<file path="config.mk">
export PLATFORM = sky130hd
export DESIGN_NAME = sym_dec
export DESIGN_NICKNAME = d
export VERILOG_FILES = /design/src/rtl/sym_dec_pkg.sv /design/src/rtl/sym_dec_fifo.sv /design/src/rtl/sym_dec.sv
export SDC_FILE = /design/constraint.sdc
export NUM_CORES = 1
export LEC_CHECK = 0
export CORE_ASPECT_RATIO = 1.25
export CORE_UTILIZATION = 52
export DETAILED_ROUTE_END_ITERATION = 6
export PLACE_DENSITY_LB_ADDON = 0.25
export SYNTH_ARGS = -nofsm -noshare
export SYNTH_HDL_FRONTEND = slang
export SYNTH_SLANG_ARGS = --single-unit
</file>
<file path="constraint.sdc">
create_clock -name Clk_CI -period 6.67 [get_ports Clk_CI]
set_clock_uncertainty 0.05 [all_clocks]
set_input_delay 1.334 -clock Clk_CI [delete_from_list [all_inputs] [get_ports Clk_CI]]
set_output_delay 1.334 -clock Clk_CI [all_outputs]
set_load 0.03 [all_outputs]
</file>
<file path="src/rtl/sym_dec_pkg.sv">
// sym_dec_pkg: shared constants and helpers for the symbol decimator.
// Register map, CTRL bit positions, reset SHIFT default and output
// saturation limits.
package sym_dec_pkg;

    // Config register addresses on the WrEn/Addr/data bus
    localparam int ADDR_RATIO = 0;
    localparam int ADDR_PHASE = 1;
    localparam int ADDR_SHIFT = 2;
    localparam int ADDR_CTRL  = 3;

    // CTRL register bit positions
    localparam int EN_BIT = 0;

    // Default SHIFT keeps the top OUT_WIDTH bits of an IN_WIDTH sample
    function automatic int shift_rst(input int in_w, input int out_w);
        return in_w - out_w;
    endfunction

    // Largest representable signed value of width out_w
    function automatic longint sat_hi(input int out_w);
        return (64'sd1 <<< (out_w - 1)) - 64'sd1;
    endfunction

    // Smallest representable signed value of width out_w
    function automatic longint sat_lo(input int out_w);
        return -(64'sd1 <<< (out_w - 1));
    endfunction

endpackage

</file>
<file path="src/rtl/sym_dec_fifo.sv">
// sym_dec_fifo: 2-entry output buffer of the decimator.
// The head entry is a register that drives dout directly and keeps its
// value after the last entry is popped. A push into a full buffer is
// accepted only when a pop happens in the same cycle; otherwise it is
// ignored and the parent accounts for the drop.
module sym_dec_fifo #(
    parameter int WIDTH = 16
) (
    input  logic             clk,
    input  logic             rst,
    input  logic             push,
    input  logic             pop,
    input  logic [WIDTH-1:0] din,
    output logic [WIDTH-1:0] dout,
    output logic             empty,
    output logic             full
);

    logic [1:0]       count_r;
    logic [WIDTH-1:0] head_r;
    logic [WIDTH-1:0] tail_r;

    logic [1:0]       count_n_s;
    logic [WIDTH-1:0] head_n_s;
    logic [WIDTH-1:0] tail_n_s;
    logic             do_pop_s;
    logic             do_push_s;

    // Next buffer contents from the accepted push/pop combination
    always_comb begin
        count_n_s = count_r;
        head_n_s  = head_r;
        tail_n_s  = tail_r;
        do_pop_s  = pop & (count_r != 2'd0);
        do_push_s = push & ((count_r != 2'd2) | do_pop_s);
        case ({do_push_s, do_pop_s})
            2'b10: begin
                if (count_r == 2'd0) begin
                    head_n_s = din;
                end else begin
                    tail_n_s = din;
                end
                count_n_s = count_r + 2'd1;
            end
            2'b01: begin
                // Popping the last entry leaves the head value in place
                if (count_r == 2'd2) begin
                    head_n_s = tail_r;
                end else begin
                    head_n_s = head_r;
                end
                count_n_s = count_r - 2'd1;
            end
            2'b11: begin
                if (count_r == 2'd2) begin
                    head_n_s = tail_r;
                    tail_n_s = din;
                end else begin
                    head_n_s = din;
                end
            end
            default: begin
                count_n_s = count_r;
            end
        endcase
    end

    // Buffer state register
    always_ff @(posedge clk) begin
        if (rst) begin
            count_r <= 2'd0;
            head_r  <= {WIDTH{1'b0}};
            tail_r  <= {WIDTH{1'b0}};
        end else begin
            count_r <= count_n_s;
            head_r  <= head_n_s;
            tail_r  <= tail_n_s;
        end
    end

    assign dout  = head_r;
    assign empty = (count_r == 2'd0);
    assign full  = (count_r == 2'd2);

endmodule

</file>
<file path="src/rtl/sym_dec.sv">
// sym_dec: keeps one sample out of every M at phase P from the NYQ output
// stream, scales it by a rounded arithmetic right shift, saturates it to
// OUT_WIDTH and hands it out through a 2-entry valid/ready buffer.
// Pipeline: select/capture (stage 1) -> scale+saturate (stage 2) -> buffer.
// Optional build macro SYM_DEC_DROPCNT_EN adds the Drop_Cnt_DO counter of
// samples lost to a full buffer.
module sym_dec
    import sym_dec_pkg::*;
#(
    parameter int IN_WIDTH   = 24,
    parameter int OUT_WIDTH  = 16,
    parameter int ADDR_WIDTH = 5,
    parameter int MEM_WIDTH  = 32,
    parameter int CNT_WIDTH  = 4
) (
    input  logic                  Clk_CI,
    input  logic                  Rst_RI,
    input  logic                  WrEn_SI,
    input  logic [ADDR_WIDTH-1:0] Addr_DI,
    input  logic [MEM_WIDTH-1:0]  PAR_In_DI,
    input  logic [IN_WIDTH-1:0]   DEC_In_DI,
    output logic                  Out_Valid_SO,
    input  logic                  Out_Ready_SI,
    output logic [OUT_WIDTH-1:0]  DEC_Out_DO,
    output logic                  Ovf_SO
`ifdef SYM_DEC_DROPCNT_EN
    ,
    output logic [15:0]           Drop_Cnt_DO
`endif
);

    localparam logic [ADDR_WIDTH-1:0] A_RATIO = ADDR_WIDTH'(ADDR_RATIO);
    localparam logic [ADDR_WIDTH-1:0] A_PHASE = ADDR_WIDTH'(ADDR_PHASE);
    localparam logic [ADDR_WIDTH-1:0] A_SHIFT = ADDR_WIDTH'(ADDR_SHIFT);
    localparam logic [ADDR_WIDTH-1:0] A_CTRL  = ADDR_WIDTH'(ADDR_CTRL);

    localparam logic [CNT_WIDTH:0] M_ONE = (CNT_WIDTH+1)'(1);
    localparam logic [CNT_WIDTH:0] M_MAX = M_ONE << CNT_WIDTH;

    localparam logic [4:0] SHIFT_RST = 5'(shift_rst(IN_WIDTH, OUT_WIDTH));
    localparam logic [4:0] SHIFT_MAX = 5'(IN_WIDTH - 1);

    localparam logic signed [IN_WIDTH:0] EXT_ONE = (IN_WIDTH+1)'(1);
    localparam logic signed [IN_WIDTH:0] SAT_HI  = (IN_WIDTH+1)'(sat_hi(OUT_WIDTH));
    localparam logic signed [IN_WIDTH:0] SAT_LO  = (IN_WIDTH+1)'(sat_lo(OUT_WIDTH));

    // Configuration registers (ratio and shift are stored already clamped)
    logic [CNT_WIDTH:0]   ratio_r;
    logic [CNT_WIDTH-1:0] phase_r;
    logic [4:0]           shift_r;
    logic                 en_r;

    logic [CNT_WIDTH-1:0] cnt_r;
    logic                 s1_valid_r;
    logic [IN_WIDTH-1:0]  s1_data_r;
    logic                 s2_valid_r;
    logic [OUT_WIDTH-1:0] s2_data_r;
    logic                 ovf_r;

    logic                 wr_ratio_s;
    logic                 wr_phase_s;
    logic                 wr_shift_s;
    logic                 wr_ctrl_s;
    logic [CNT_WIDTH:0]   ratio_in_s;
    logic [CNT_WIDTH:0]   ratio_new_s;
    logic [4:0]           shift_in_s;
    logic [4:0]           shift_new_s;
    logic [CNT_WIDTH-1:0] last_cnt_s;
    logic [CNT_WIDTH-1:0] eff_phase_s;
    logic                 sel_s;

    logic signed [IN_WIDTH:0] ext_s;
    logic signed [IN_WIDTH:0] rnd_s;
    logic signed [IN_WIDTH:0] sum_s;
    logic signed [IN_WIDTH:0] shd_s;
    logic [OUT_WIDTH-1:0]     sat_s;

    logic                 fifo_empty_s;
    logic                 fifo_full_s;
    logic                 pop_s;
    logic                 drop_s;
    logic                 unused_s;

    assign wr_ratio_s = WrEn_SI & (Addr_DI == A_RATIO);
    assign wr_phase_s = WrEn_SI & (Addr_DI == A_PHASE);
    assign wr_shift_s = WrEn_SI & (Addr_DI == A_SHIFT);
    assign wr_ctrl_s  = WrEn_SI & (Addr_DI == A_CTRL);
    assign unused_s   = ^PAR_In_DI;

    // Clamp incoming RATIO and SHIFT values to their legal ranges
    always_comb begin
        ratio_in_s = PAR_In_DI[CNT_WIDTH:0];
        shift_in_s = PAR_In_DI[4:0];
        if (ratio_in_s == {(CNT_WIDTH+1){1'b0}}) begin
            ratio_new_s = M_ONE;
        end else if (ratio_in_s > M_MAX) begin
            ratio_new_s = M_MAX;
        end else begin
            ratio_new_s = ratio_in_s;
        end
        if (shift_in_s > SHIFT_MAX) begin
            shift_new_s = SHIFT_MAX;
        end else begin
            shift_new_s = shift_in_s;
        end
    end

    // Effective phase (clamped to M-1) and sample selection
    always_comb begin
        last_cnt_s = CNT_WIDTH'(ratio_r - M_ONE);
        if ({1'b0, phase_r} >= ratio_r) begin
            eff_phase_s = last_cnt_s;
        end else begin
            eff_phase_s = phase_r;
        end
        sel_s = en_r & (cnt_r == eff_phase_s);
    end

    // Configuration register file
    always_ff @(posedge Clk_CI) begin
        if (Rst_RI) begin
            ratio_r <= M_ONE;
            phase_r <= {CNT_WIDTH{1'b0}};
            shift_r <= SHIFT_RST;
            en_r    <= 1'b0;
        end else begin
            if (wr_ratio_s) ratio_r <= ratio_new_s;
            if (wr_phase_s) phase_r <= PAR_In_DI[CNT_WIDTH-1:0];
            if (wr_shift_s) shift_r <= shift_new_s;
            if (wr_ctrl_s)  en_r    <= PAR_In_DI[EN_BIT];
        end
    end

    // Decimation counter: restarts on RATIO/PHASE/CTRL writes, idle at 0 when disabled
    always_ff @(posedge Clk_CI) begin
        if (Rst_RI) begin
            cnt_r <= {CNT_WIDTH{1'b0}};
        end else if (wr_ratio_s | wr_phase_s | wr_ctrl_s) begin
            cnt_r <= {CNT_WIDTH{1'b0}};
        end else if (!en_r) begin
            cnt_r <= {CNT_WIDTH{1'b0}};
        end else if (cnt_r == last_cnt_s) begin
            cnt_r <= {CNT_WIDTH{1'b0}};
        end else begin
            cnt_r <= cnt_r + {{(CNT_WIDTH-1){1'b0}}, 1'b1};
        end
    end

    // Round half up, arithmetic shift, then saturate to OUT_WIDTH
    always_comb begin
        ext_s = {s1_data_r[IN_WIDTH-1], s1_data_r};
        if (shift_r != 5'd0) begin
            rnd_s = EXT_ONE << (shift_r - 5'd1);
        end else begin
            rnd_s = {(IN_WIDTH+1){1'b0}};
        end
        sum_s = ext_s + rnd_s;
        shd_s = sum_s >>> shift_r;
        if (shd_s > SAT_HI) begin
            sat_s = SAT_HI[OUT_WIDTH-1:0];
        end else if (shd_s < SAT_LO) begin
            sat_s = SAT_LO[OUT_WIDTH-1:0];
        end else begin
            sat_s = shd_s[OUT_WIDTH-1:0];
        end
    end

    // Two-stage datapath: capture selected sample, then register scaled result
    always_ff @(posedge Clk_CI) begin
        if (Rst_RI) begin
            s1_valid_r <= 1'b0;
            s1_data_r  <= {IN_WIDTH{1'b0}};
            s2_valid_r <= 1'b0;
            s2_data_r  <= {OUT_WIDTH{1'b0}};
        end else begin
            s1_valid_r <= sel_s;
            if (sel_s) s1_data_r <= DEC_In_DI;
            s2_valid_r <= s1_valid_r;
            if (s1_valid_r) s2_data_r <= sat_s;
        end
    end

    assign pop_s  = ~fifo_empty_s & Out_Ready_SI;
    assign drop_s = s2_valid_r & fifo_full_s & ~pop_s;

    sym_dec_fifo #(
        .WIDTH (OUT_WIDTH)
    ) u_fifo (
        .clk   (Clk_CI),
        .rst   (Rst_RI),
        .push  (s2_valid_r),
        .pop   (pop_s),
        .din   (s2_data_r),
        .dout  (DEC_Out_DO),
        .empty (fifo_empty_s),
        .full  (fifo_full_s)
    );

    assign Out_Valid_SO = ~fifo_empty_s;

    // Sticky overflow flag: a drop in the same cycle as a CTRL write wins
    always_ff @(posedge Clk_CI) begin
        if (Rst_RI) begin
            ovf_r <= 1'b0;
        end else if (drop_s) begin
            ovf_r <= 1'b1;
        end else if (wr_ctrl_s) begin
            ovf_r <= 1'b0;
        end
    end

    assign Ovf_SO = ovf_r;

`ifdef SYM_DEC_DROPCNT_EN
    logic [15:0] drop_cnt_r;

    // Saturating count of dropped samples; a CTRL write restarts it
    always_ff @(posedge Clk_CI) begin
        if (Rst_RI) begin
            drop_cnt_r <= 16'd0;
        end else if (wr_ctrl_s) begin
            drop_cnt_r <= drop_s ? 16'd1 : 16'd0;
        end else if (drop_s && (drop_cnt_r != 16'hFFFF)) begin
            drop_cnt_r <= drop_cnt_r + 16'd1;
        end
    end

    assign Drop_Cnt_DO = drop_cnt_r;
`endif

endmodule

</file>
# Yosys cells after proc, flatten, opt, wreduce, memory -nomap -nowiden
# Cells that the tools add are included.
[word_totals]
register_bits = 96
latchBits = 0
ram_bits = 0
rom_bits = 0
in_bits = 65
memories = 0
[classes]
add_sub_neg = 6
multipliers = 0
n_div = 0
order_cmp = 5
eq_ne = 14
shifts = 2
n_mux = 17
bitwise_logic = 16
n_reduce_logical = 12
[op_table]
columns = ["operator", "n"]
rows = [
  ["16-bit 2-to-1 mux", 7],
  ["16-bit case mux with 3 select lines", 1],
  ["16-bit case mux with 2 select lines", 1],
  ["24-bit by 25-bit adder with 25-bit output", 1],
  ["25-bit by 16-bit > comparator with 1-bit output, second input constant", 1],
  ["25-bit by 16-bit < comparator with 1-bit output, second input constant", 1],
  ["25-bit 2-to-1 mux", 1],
  ["1-bit by 5-bit left shift with 25-bit output, first input constant", 1],
  ["25-bit by 5-bit >>> shifter with 25-bit output", 1],
  ["5-bit 2-to-1 mux", 3],
  ["1-bit bitwise AND", 10],
  ["5-bit by 2-bit equality test with 1-bit output, second input constant", 2],
  ["5-bit > comparator, second input constant", 2],
  ["5-bit zero test", 2],
  ["2-bit != test, second input constant", 5],
  ["4-bit equality test", 2],
  ["2-bit nonzero test", 4],
  ["2-bit equality test, second input constant", 3],
  ["3-bit AND reduction", 2],
  ["5-bit by 1-bit equality test with 1-bit output, second input constant", 1],
  ["4-bit by 5-bit >= comparator with 1-bit output", 1],
  ["5-bit nonzero test", 1],
  ["5-bit by 1-bit subtractor with 5-bit output, second input constant", 1],
  ["4-bit by 1-bit adder with 4-bit output, second input constant", 1],
  ["12 further kinds", 17],
]

# Logic depth before layout (Yosys ltp)
# Gate-level depths: netlist (run 1).
[logic_depth]
ltp_word = 9
ltp_mapped = 22
ltp_nobuf = 18

# Hierarchy
# Synthesis (run 1) repeated with hierarchy kept, for this count alone.
[unflattened]
cells_unflattened = 945
area_unflattened_um2 = 7606.0
[modules_own_cells]
columns = ["module", "n_inst", "cells_per_inst", "area_per_inst_um2", "seq_area_each_um2"]
rows = [
  ["sym_dec", 1, 778, 6110.9, 1241.2],
  ["sym_dec_fifo", 1, 167, 1495.2, 680.7],
]

# Worst setup path after synthesis (run 1)
# OpenSTA, ideal clock, no wires.
[synth_timing]
path_type = "flip-flop to flip-flop"
startpoint = "reg shift_r[1]"
endpoint = "reg s2_data_r[12]"
setup_ns = 0.132
arrival_ns = 5.179
required_ns = 6.488
setup_slack_ns = 1.309
stages_incl_launch_ff = 23
synth_period_minus_slack_ns = 5.361
path_cell_list = "dfxtp_1 > clkbuf_1 > inv_1 > clkbuf_1 > clkbuf_1 > nand3_1 > nor2_1 > ha_1 > inv_1 > fa_1 > nand2b_1 > a21oi_2 > o211ai_2 > a211oi_4 > o21a_4 > mux2_4 > o21a_4 > nor2_4 > a221oi_2 > o41a_1 > o41ai_4 > buf_6 > o32ai_1"
[synth_via]
elab_chain_len = 8
elab_cells_between_ends = 10
classes_between = "2 x add/sub; 2 x order compare; 2 x shift; 3 x mux; 1 x reduce/logical"
[synth_rtl]
columns = ["element", "line", "rtl"]
rows = [
  ["from (decl)", "sym_dec.sv:50", "logic [4:0] shift_r;"],
  ["from (signal assigned)", "sym_dec.sv:129", "if (wr_shift_s) shift_r <= shift_new_s;"],
  ["5-bit by 1-bit subtractor with 5-bit output", "sym_dec.sv:153", "rnd_s = EXT_ONE << (shift_r - 5'd1);"],
  ["1-bit by 5-bit left shift with 25-bit output", "sym_dec.sv:153", ""],
  ["25-bit 2-to-1 mux", "sym_dec.sv:152", "if (shift_r != 5'd0) begin"],
  ["24-bit by 25-bit adder with 25-bit output", "sym_dec.sv:157", "sum_s = ext_s + rnd_s;"],
  ["25-bit by 5-bit >>> shifter with 25-bit output *", "sym_dec.sv:158", "shd_s = sum_s >>> shift_r;"],
  ["25-bit by 16-bit < comparator with 1-bit output", "sym_dec.sv:161", "end else if (shd_s < SAT_LO) begin"],
  ["16-bit 2-to-1 mux", "sym_dec.sv:161", ""],
  ["16-bit 2-to-1 mux *", "sym_dec.sv:159", "if (shd_s > SAT_HI) begin"],
  ["to (signal assigned)", "sym_dec.sv:174", "s2_data_r <= {OUT_WIDTH{1'b0}};"],
  ["to (signal assigned)", "sym_dec.sv:179", "if (s1_valid_r) s2_data_r <= sat_s;"],
  ["to (decl)", "sym_dec.sv:57", "logic [OUT_WIDTH-1:0] s2_data_r;"],
]
# Every way passes the cells marked *; elsewhere a longest branch is shown, timed or not.
# A chain may end at the register's enable or synchronous reset.

# Worst setup path after layout (run 1)
[layout_timing]
startpoint = "reg shift_r[3]"
endpoint = "reg s2_data_r[9]"
# Same word-level chain as after synthesis.

==> flow_metrics.env, run 1 <==
export IMPL_status="complete, no violations"
export IMPL_finalWorstSetupSlack_ns=1.29
export IMPL_path_class="reg -> reg"
export IMPL_min_to="u_fifo.dout[6]"
export IMPL_yosys_warnings=0
export IMPL_cts_max_level=3
export IMPL_synth_area_um2=7360
export IMPL_clock_path_buffers=2
export IMPL_drt_pass1_iterations=5
export IMPL_slew_headroom_pct=24.4
export IMPL_clock_latency_ns=0.35
export IMPL_holdCritPathClass="reg -> reg"
export IMPL_arrival_ns=5.53
export IMPL_initial_utilization_pct=53.3
export IMPL_drcViolationCount=0
export IMPL_fp_dieW_um=108
export IMPL_crit_path_max_fanout=20
export IMPL_synth_edf_count=0
export IMPL_die_h_um=135
export IMPL_final_setup_tns_ns=0
export IMPL_switching_share_pct=24.0
export IMPL_cts_made_buffers=9
export IMPL_rr_endpoint="s2_data_r[9]"
export IMPL_yosys_top_cells_count="146 x nor2_1, 96 x dfxtp_1, 89 x mux2i_1"
export IMPL_drt_iter0_drc=482
export IMPL_avgSynthCellArea_um2=8.20
export IMPL_grt_pass1_wl_um=30300
export IMPL_syn_nets=994
export IMPL_grt_max_degree=100
export IMPL_p_clk_share_pct=45.1
export IMPL_drt_vias_per_instance=6.13
export IMPL_r2r_cells=20
export IMPL_wl_per_cell_um=16.8
export IMPL_max_clock_freq_mhz=186
export IMPL_setup_viol=0
export IMPL_finalCriticalPeriod_ns=5.38
export IMPL_synthArstFlopShare_pct=0
export IMPL_irDropWorstVdd_mv=0.156
export IMPL_synth_seq_area_share_pct=26.1
export IMPL_io_buffer_count=55
export IMPL_leakagePower_nw=3.60
export IMPL_grt_pass1_vias=6298
export IMPL_grt_usage_pct=26.0
export IMPL_pre_cts_ws_ns=1.37
export IMPL_hold_start="u_fifo.dout[6]"
export IMPL_synthToLayoutAreaGrowth_pct=12.3
export IMPL_fin_nets=1008
export IMPL_power_internal_w=0.000913
export IMPL_drtAntennaViolNets=0
export IMPL_cp_start_kind="register"
export IMPL_power_frac_comb_pct=6.8
export IMPL_cts_hold_buffers=0
export IMPL_drive_above_1_share_pct=8.94
export IMPL_fin_cells=1092
export IMPL_cts_setup_buffers=0
export IMPL_cap_viol_max_count=0
export IMPL_placed_cells=1076
export IMPL_postRouteWirelength_um=18300
export IMPL_dpl_hpwl_um=13700
export IMPL_rrSetupSlack_ns=1.29
export IMPL_die_area_um2=14600
export IMPL_finalMaxSlewViolations=0
export IMPL_synth_seq_cells=96
export IMPL_ys_top_cells_by_area="dfxtp_1 26%, mux2i_1 12%, nor2_1 7.4%"
export IMPL_power_frac_seq_pct=48.1
export IMPL_min_delay_path_depth=2
export IMPL_end_kind="register"
export IMPL_syn_inst=898
export IMPL_clkSinkCount=96
export IMPL_cts_tree="yes"
export IMPL_p_sw_w=0.000288
export IMPL_vias=6691
export IMPL_ys_flop_type="dfxtp_1"
export IMPL_r2r_start="shift_r[3]"
export IMPL_antenna_found_initial=0
export IMPL_grt_overflow=0
export IMPL_min_period_over_period_pct=80.6
export IMPL_cp_data_required_time_ns=6.82
export IMPL_gp_congestion=0.936
export IMPL_synthDistinctLibCells=84
export IMPL_synth_most_common_cell="nor2_1"
export IMPL_worstMarginPinSlew_ns=1.13
export IMPL_design_core_area_um2=13800
export IMPL_path_clk_slew_ns=0.07
export IMPL_cts_root_buf="clkbuf_16"
export IMPL_finalInstanceArea_um2=8270
export IMPL_synth_largest_area_cell="dfxtp_1"
export IMPL_grt_setup_unrepaired="false"
export IMPL_num_rows=48
export IMPL_hold_viol_final=0
export IMPL_synth_top_area_share_pct=26.1
export IMPL_powerDensity_nw_per_um2=145
export IMPL_diodes=0
export IMPL_io_pins=83
export IMPL_placement_cell_area_um2=7950
export IMPL_cts_resized=0
[sequential cells by signal (all words and copies together), names as in the netlist]
signal,count
phase_r,4
ratio_r,5
u_fifo.dout,16
Ovf_SO,1
u_fifo.tail_r,16
s2_valid_r,1
cnt_r,4
s1_valid_r,1
s2_data_r,16
s1_data_r,24
u_fifo.count_r,2
shift_r,5
en_r,1
[layout by cell type (no fill, tap or decap), types with 4 or more instances in the layout]
master	instances
nor2_1	146
dfxtp_1	96
mux2i_1	89
nand2_1	66
clkdlybuf4s50_1	54
a21oi_1	41
a211oi_1	38
o21ai_0	35
ha_1	30
nor3_1	26
inv_1	25
xor2_1	17
nand3_1	13
buf_4	12
xnor2_1	11
o211ai_1	11
a21o_1	10
o32ai_1	10
a31oi_1	9
clkbuf_16	9
nand4_1	8
a211o_1	8
mux4_2	8
o21a_1	7
nor2b_1	6
nand2b_1	6
o31ai_1	6
a211oi_2	6
nor4_1	5
a21oi_2	5
o22ai_1	5
nor3b_1	4
o21bai_1	4
and2_1	4
mux2_2	4
a221o_1	4
clkinv_4	4
[per-stage QoR]
stage / hold WS, ns / power, W / util (%)
after global routing: 0.469 / 0.00124 / 59.8
after CTS: 0.450 / 0.00121 / 59.8
after floorplan: 0.411 / 0.000637 / -
after global placement: 0.425 / 0.000671 / 57.6
final: 0.444 / 0.00120 / 59.8
after detailed placement: 0.435 / 0.000671 / 57.6
[cell families (layout without fill, tap and decap cells)]
| group | after synthesis | in the layout | synth area share, % |
|---|---|---|---|
| mux | 104 | 104 | 16.1 |
| fa+ha+maj | 31 | 31 | 5.37 |
| simple gates | 301 | 301 | 18.1 |
| buf+inv | 89 | 108 | 4.89 |
| xor+xnor | 30 | 30 | 3.77 |
| flops | 96 | 96 | 26.1 |
| compound gates | 247 | 247 | 25.7 |
[critical path, cell delays in order, from the launching register on]
cell,delay [ns]
dfxtp_1,0.31
inv_1,0.05
buf_4,0.24
nand2_1,0.32
nor2_1,0.22
ha_1,0.21
inv_1,0.06
fa_1,0.39
nand2b_1,0.19
a21oi_2,0.25
o211ai_2,0.16
a211oi_4,0.45
o22ai_2,0.19
xnor2_2,0.22
a2111oi_2,0.51
o22a_1,0.32
nor2_1,0.06
o41a_1,0.42
o41ai_4,0.21
buf_4,0.27
o32ai_1,0.11
[power groups by stage]
stage,Clock [W],Sequential [W],Combinational (W)
floorplan,0,0.000590,0.0000464
global placement,0,0.000590,0.0000803
detailed placement,0,0.000591,0.0000808
CTS,0.000551,0.000577,0.0000811
global route,0.000575,0.000577,0.0000883
finish,0.000542,0.000577,0.0000814
[per-layer routing]
metal  routed length (µm)  vias up  track usage (%)
li1                     -     3344                -
met1                 7970     3089             31.6
met2                 8680      199             43.1
met3                  722       59             3.47
met4                  949        0             15.9
met5                    0        -                0
[how the worst max path moves through the flow]
stage                from       endpoint  slack [ns]  depth (start not counted)
6_report       shift_r[3]   s2_data_r[9]        1.29                         20
5_1_grt        shift_r[3]   s2_data_r[9]        1.00                         20
4_1_cts        shift_r[3]   s2_data_r[9]        1.34                         20
3_5_place_dp   shift_r[3]   s2_data_r[9]        1.37                         20
3_3_place_gp   shift_r[3]  s2_data_r[12]        1.40                         20
2_1_floorplan  shift_r[1]  s2_data_r[12]        1.31                         22
[cell type report]
class	instances	area, µm²
Inverter	26	97.6
Sequential cell	96	1920
Multi-Input combinational cell	713	5080
Tap cell	175	219
Fill cell	1328	5550
Clock buffer	9	225
Timing Repair Buffer	66	631
Clock inverter	7	87.6
Power figures use the tool's default switching activity.
==> run 2, diff against run 1 <==
Clock period 6.67 ns to 5.4 ns, I/O delays scaled along.
==> flow_metrics.env, run 2 (same netlist as run 1, synthesis figures left out) <==
export IMPL_status="complete, no violations"
export IMPL_holdCritPathClass="reg -> reg"
export IMPL_cts_tree="yes"
export IMPL_design_core_area_um2=13800
export IMPL_fp_dieW_um=108
export IMPL_gp_congestion=0.933
export IMPL_drt_pass1_iterations=5
export IMPL_arrival_ns=5.15
export IMPL_drive_above_1_share_pct=9.91
export IMPL_num_rows=48
export IMPL_path_clk_slew_ns=0.06
export IMPL_hold_viol_final=0
export IMPL_grt_overflow=0
export IMPL_cp_data_required_time_ns=5.54
export IMPL_grt_usage_pct=26.7
export IMPL_irDropWorstVdd_mv=0.176
export IMPL_nFillCells=1300
export IMPL_grt_pass1_wl_um=31000
export IMPL_grt_max_degree=100
export IMPL_final_cell_mix="146 x nor2_1, 96 x dfxtp_1, 89 x mux2i_1"
export IMPL_max_clock_freq_mhz=199
export IMPL_clock_latency_ns=0.35
export IMPL_mostFrequentLayoutCell="nor2_1"
export IMPL_fin_cells=1103
export IMPL_crit_slowest_cell="o41a_1"
export IMPL_fin_nets=1019
export IMPL_min_delay_path_depth=2
export IMPL_vias=6746
export IMPL_largest_reg_flops=24
export IMPL_crit_path_max_fanout=15
export IMPL_drt_vias_per_instance=6.12
export IMPL_grt_setup_unrepaired="false"
export IMPL_worstMarginPinSlew_ns=1.13
export IMPL_io_buffer_count=55
export IMPL_whs_ns=0.440
export IMPL_clock_path_buffers=2
export IMPL_placed_cells=1087
export IMPL_die_area_um2=14600
export IMPL_multi_input_area_um2=5090
export IMPL_post_route_util_pct=60.5
export IMPL_end_kind="register"
export IMPL_diodes=0
export IMPL_cap_viol_max_count=0
export IMPL_cp_start_kind="register"
export IMPL_initial_utilization_pct=53.3
export IMPL_finalMaxSlewViolations=0
export IMPL_antenna_found_initial=0
export IMPL_grt_pass1_vias=6325
export IMPL_cts_root_buf="clkbuf_16"
export IMPL_crit_family="compound AO/OA/AOI/OAI gates"
export IMPL_leakagePower_nw=3.65
export IMPL_cts_hold_buffers=0
export IMPL_io_pins=83
export IMPL_dpl_hpwl_um=13900
export IMPL_path_class="reg -> reg"
export IMPL_wl_per_cell_um=17.0
export IMPL_setup_viol=0
export IMPL_postRouteWirelength_um=18800
export IMPL_drcViolationCount=0
export IMPL_clkSinkCount=96
export IMPL_finalCriticalPeriod_ns=5.01
export IMPL_final_setup_tns_ns=0
export IMPL_ff_latch_area_um2=1920
export IMPL_min_period_over_period_pct=92.9
export IMPL_cp_cell_sequence="inv_1 -> nand2_1 -> nor2_1 -> ha_1 -> inv_1 -> fa_1 -> nand2b_1 -> a21oi_2 -> o211ai_2 -> a211oi_4 -> o21a_4 -> mux2_4 -> o21a_4 -> nor2_4 -> a221oi_2 -> o41a_1 -> o41ai_4 -> buf_4 -> o32ai_1"
export IMPL_powerDensity_nw_per_um2=178
export IMPL_top_register="s1_data_r"
export IMPL_r2r_cells=19
export IMPL_crit_buf_inv=3
export IMPL_drtAntennaViolNets=0
export IMPL_slew_headroom_pct=25.0
export IMPL_cpPeakStageDelay_ns=0.47
export IMPL_drt_iter0_drc=471
export IMPL_cts_made_buffers=9
export IMPL_cts_setup_buffers=0
export IMPL_cp_depth=19
export IMPL_die_h_um=135
export IMPL_synthToLayoutAreaGrowth_pct=13.4
export IMPL_cts_resized=0
export IMPL_cts_max_level=3
[run 2: changes by cell type in the layout (fill, tap and decap cells not counted), sizes merged]
cell / previous run / this run
buf: 12 / 23
clkinv: 4 / 0
clkbuf: 9 / 13
[run 2: final timing paths]
kind	slack (ns)	to	from
worst max-delay path	0.39	s2_data_r[2]	shift_r[3]
worst min register to register	0.44	Ovf_SO	Ovf_SO
worst min-delay path	0.44	Ovf_SO	Ovf_SO
worst max register to register	0.39	s2_data_r[2]	shift_r[3]
[run 2: metal layers]
layer  up-vias  share of wire (%)  track usage (%)
met2       209                 48             44.8
li1       3366                  -                -
met1      3103                 43             31.6
met4         0                5.2             15.9
met3        68                4.0             4.30
met5         -                  0                0
[run 2: worst reg2reg max path, stage by stage (launching register included)]
cell      delay [ns]
dfxtp_1         0.37
inv_1           0.16
nand2_1         0.11
nor2_1          0.14
ha_1            0.21
inv_1           0.06
fa_1            0.38
nand2b_1        0.19
a21oi_2         0.27
o211ai_2        0.17
a211oi_4        0.46
o21a_4          0.22
mux2_4          0.34
o21a_4          0.26
nor2_4          0.27
a221oi_2        0.14
o41a_1          0.47
o41ai_4         0.20
buf_4           0.27
o32ai_1         0.12
[run 2: power by group]
| part | leakage (nW) | total (W) | internal (W) | switching, W |
|---|---|---|---|---|
| registers | 0.773 | 0.000713 | 0.000711 | 0.00000284 |
| clock network | 0.151 | 0.000669 | 0.000388 | 0.000281 |
| logic | 2.73 | 0.000102 | 0.0000491 | 0.0000529 |
| total | 3.65 | 0.00148 | 0.00115 | 0.000336 |
[run 2: metrics by stage]
step                      setup slack (ns)  total power, W  instance area (µm²)
after floorplan                     0.0391        0.000787                 7360
after global placement               0.446        0.000830                 8040
after global routing                0.0680         0.00154                 8350
final                                0.385         0.00148                 8350
after CTS                            0.418         0.00150                 8340
after detailed placement             0.466        0.000830                 8040
[run 2: final cells by class]
class                   count  share of cell area (%)
multi-input cells         713                    61.0
inverters                  26                    1.17
flip-flops and latches     96                    23.0
well taps                 175                    2.62
clock buffers              13                    3.12
repair buffers             77                    8.54
clock inverters             3                   0.569
==> run 3, diff against run 2 <==
Settings changed: CORE_MARGIN set to 3.
==> flow_metrics.env, run 3 (same netlist as run 1, synthesis figures left out) <==
export IMPL_drtAntennaViolNets=0
export IMPL_cp_data_required_time_ns=5.54
export IMPL_powerDensity_nw_per_um2=186
export IMPL_setup_viol=0
export IMPL_mostFrequentLayoutCell="nor2_1"
export IMPL_grt_usage_pct=23.5
export IMPL_hold_viol_final=0
export IMPL_wl_per_cell_um=16.8
export IMPL_crit_buf_inv=3
export IMPL_cap_viol_max_count=0
export IMPL_min_period_over_period_pct=93.9
export IMPL_grt_pass1_wl_um=30600
export IMPL_path_clk_slew_ns=0.07
export IMPL_drive_above_1_share_pct=9.52
export IMPL_grt_max_degree=100
export IMPL_clock_path_buffers=2
export IMPL_final_setup_tns_ns=0
export IMPL_crit_family="compound AO/OA/AOI/OAI gates"
export IMPL_cp_cell_sequence="inv_1 -> nand3_1 -> nor2_1 -> ha_1 -> inv_1 -> fa_1 -> nand2b_1 -> a21oi_2 -> o211ai_2 -> a211oi_4 -> o21a_4 -> mux2_4 -> o21a_4 -> nor2_4 -> a221oi_2 -> o41a_1 -> o41ai_4 -> buf_4 -> o32ai_1"
export IMPL_drt_pass1_iterations=5
export IMPL_antenna_found_initial=0
export IMPL_pre_cts_ws_ns=0.457
export IMPL_finalMaxSlewViolations=0
export IMPL_io_pins=83
export IMPL_num_rows=48
export IMPL_cts_setup_buffers=0
export IMPL_drt_iter0_drc=546
export IMPL_cts_tree="yes"
export IMPL_cts_max_level=3
export IMPL_nFillCells=1279
export IMPL_io_buffer_count=55
export IMPL_crit_slowest_cell="o41a_1"
export IMPL_drt_vias_per_instance=6.08
export IMPL_worstMarginPinSlew_ns=1.08
export IMPL_die_area_um2=15600
export IMPL_postRouteWirelength_um=18400
export IMPL_dpl_hpwl_um=13800
export IMPL_largest_reg_flops=24
export IMPL_fp_dieW_um=112
export IMPL_gp_congestion=0.948
export IMPL_path_class="reg -> reg"
export IMPL_r2r_start="shift_r[1]"
export IMPL_rr_endpoint="s2_data_r[2]"
export IMPL_finalCriticalPeriod_ns=5.07
export IMPL_cts_resized=0
export IMPL_status="complete, no violations"
export IMPL_final_cell_mix="146 x nor2_1, 96 x dfxtp_1, 89 x mux2i_1"
export IMPL_diodes=0
export IMPL_cts_root_buf="clkbuf_16"
export IMPL_initial_utilization_pct=53.3
export IMPL_clkSinkCount=96
export IMPL_crit_path_start="shift_r[1]"
export IMPL_end_kind="register"
export IMPL_clock_latency_ns=0.36
export IMPL_holdCritPathClass="reg -> reg"
export IMPL_r2r_cells=19
export IMPL_crit_path_max_fanout=15
export IMPL_cts_hold_buffers=0
export IMPL_cp_start_kind="register"
export IMPL_synthToLayoutAreaGrowth_pct=13.4
export IMPL_design_core_area_um2=13800
export IMPL_crit_end="s2_data_r[2]"
export IMPL_cpPeakStageDelay_ns=0.46
export IMPL_cts_made_buffers=9
export IMPL_die_h_um=139
export IMPL_arrival_ns=5.21
export IMPL_drcViolationCount=0
export IMPL_leakagePower_nw=3.65
export IMPL_grt_setup_unrepaired="false"
export IMPL_irDropWorstVdd_mv=0.205
export IMPL_max_clock_freq_mhz=197
export IMPL_top_register="s1_data_r"
export IMPL_grt_overflow=0
export IMPL_vias=6681
export IMPL_finalWorstSetupSlack_ns=0.327
export IMPL_cp_depth=19
export IMPL_whs_ns=0.445
export IMPL_grt_pass1_vias=6185
export IMPL_rrSetupSlack_ns=0.33
export IMPL_slew_headroom_pct=27.7
export IMPL_fin_nets=1015
==> run 3: cell types whose count changed in the layout (fill, tap and decap cells not counted), sizes merged <==
cell | previous run | this run
bufinv | 1 | 3
clkinv | 0 | 1
clkbuf | 13 | 10
buf | 23 | 19
==> run 3: tightest hold or removal path: stages (launching register included) <==
cell	delay, ns
dfxtp_1	0.31
nor2_1	0.09
a211oi_1	0.05
==> run 3: cell type report <==
class                           count  area (µm²)  area share (%)
Inverter                           26        97.6            1.17
Tap cell                          175         219            2.62
Multi-Input combinational cell    713        5080            60.9
Clock buffer                       10         229            2.74
Timing Repair Buffer               73         683            8.18
Sequential cell                    96        1920            23.0
Clock inverter                      6         113            1.35
==> run 3: per-layer routing <==
layer  track usage [%]  up-vias  part of all wire (%)
met5                 0        -                     0
met4              10.3        0                   3.9
met3              3.36       49                   4.7
met2              39.3      203                    48
met1              30.1     3076                    43
li1                  -     3353                     -
==> run 3: how the worst min path moves through the flow <==
| stage | start | endpoint | cells after the start |
|---|---|---|---|
| after detailed placement | u_fifo.tail_r[8] | u_fifo.tail_r[8] | 2 |
| after global routing | u_fifo.tail_r[9] | u_fifo.tail_r[9] | 2 |
| after global placement | u_fifo.tail_r[10] | u_fifo.tail_r[10] | 2 |
| final | u_fifo.dout[2] | u_fifo.dout[2] | 2 |
| after CTS | u_fifo.dout[9] | u_fifo.dout[9] | 2 |
| after floorplan | cnt_r[0] | cnt_r[0] | 1 |
==> run 3: metrics by stage <==
step           util [%]  total power [W]  instances  area, µm²
4_1_cts            60.4          0.00157       1099       8350
3_5_place_dp       58.0         0.000830       1083       8010
5_1_grt            60.4          0.00160       1099       8350
2_1_floorplan         -         0.000787        898       7360
3_3_place_gp       58.0         0.000829       1083       8010
6_report           60.4          0.00155       1099       8350
==> run 3: report_power, final <==
group	total (W)	internal, W	switching [W]
Clock	0.000739	0.000456	0.000284
Sequential	0.000713	0.000711	0.00000269
Combinational	0.000101	0.0000486	0.0000523
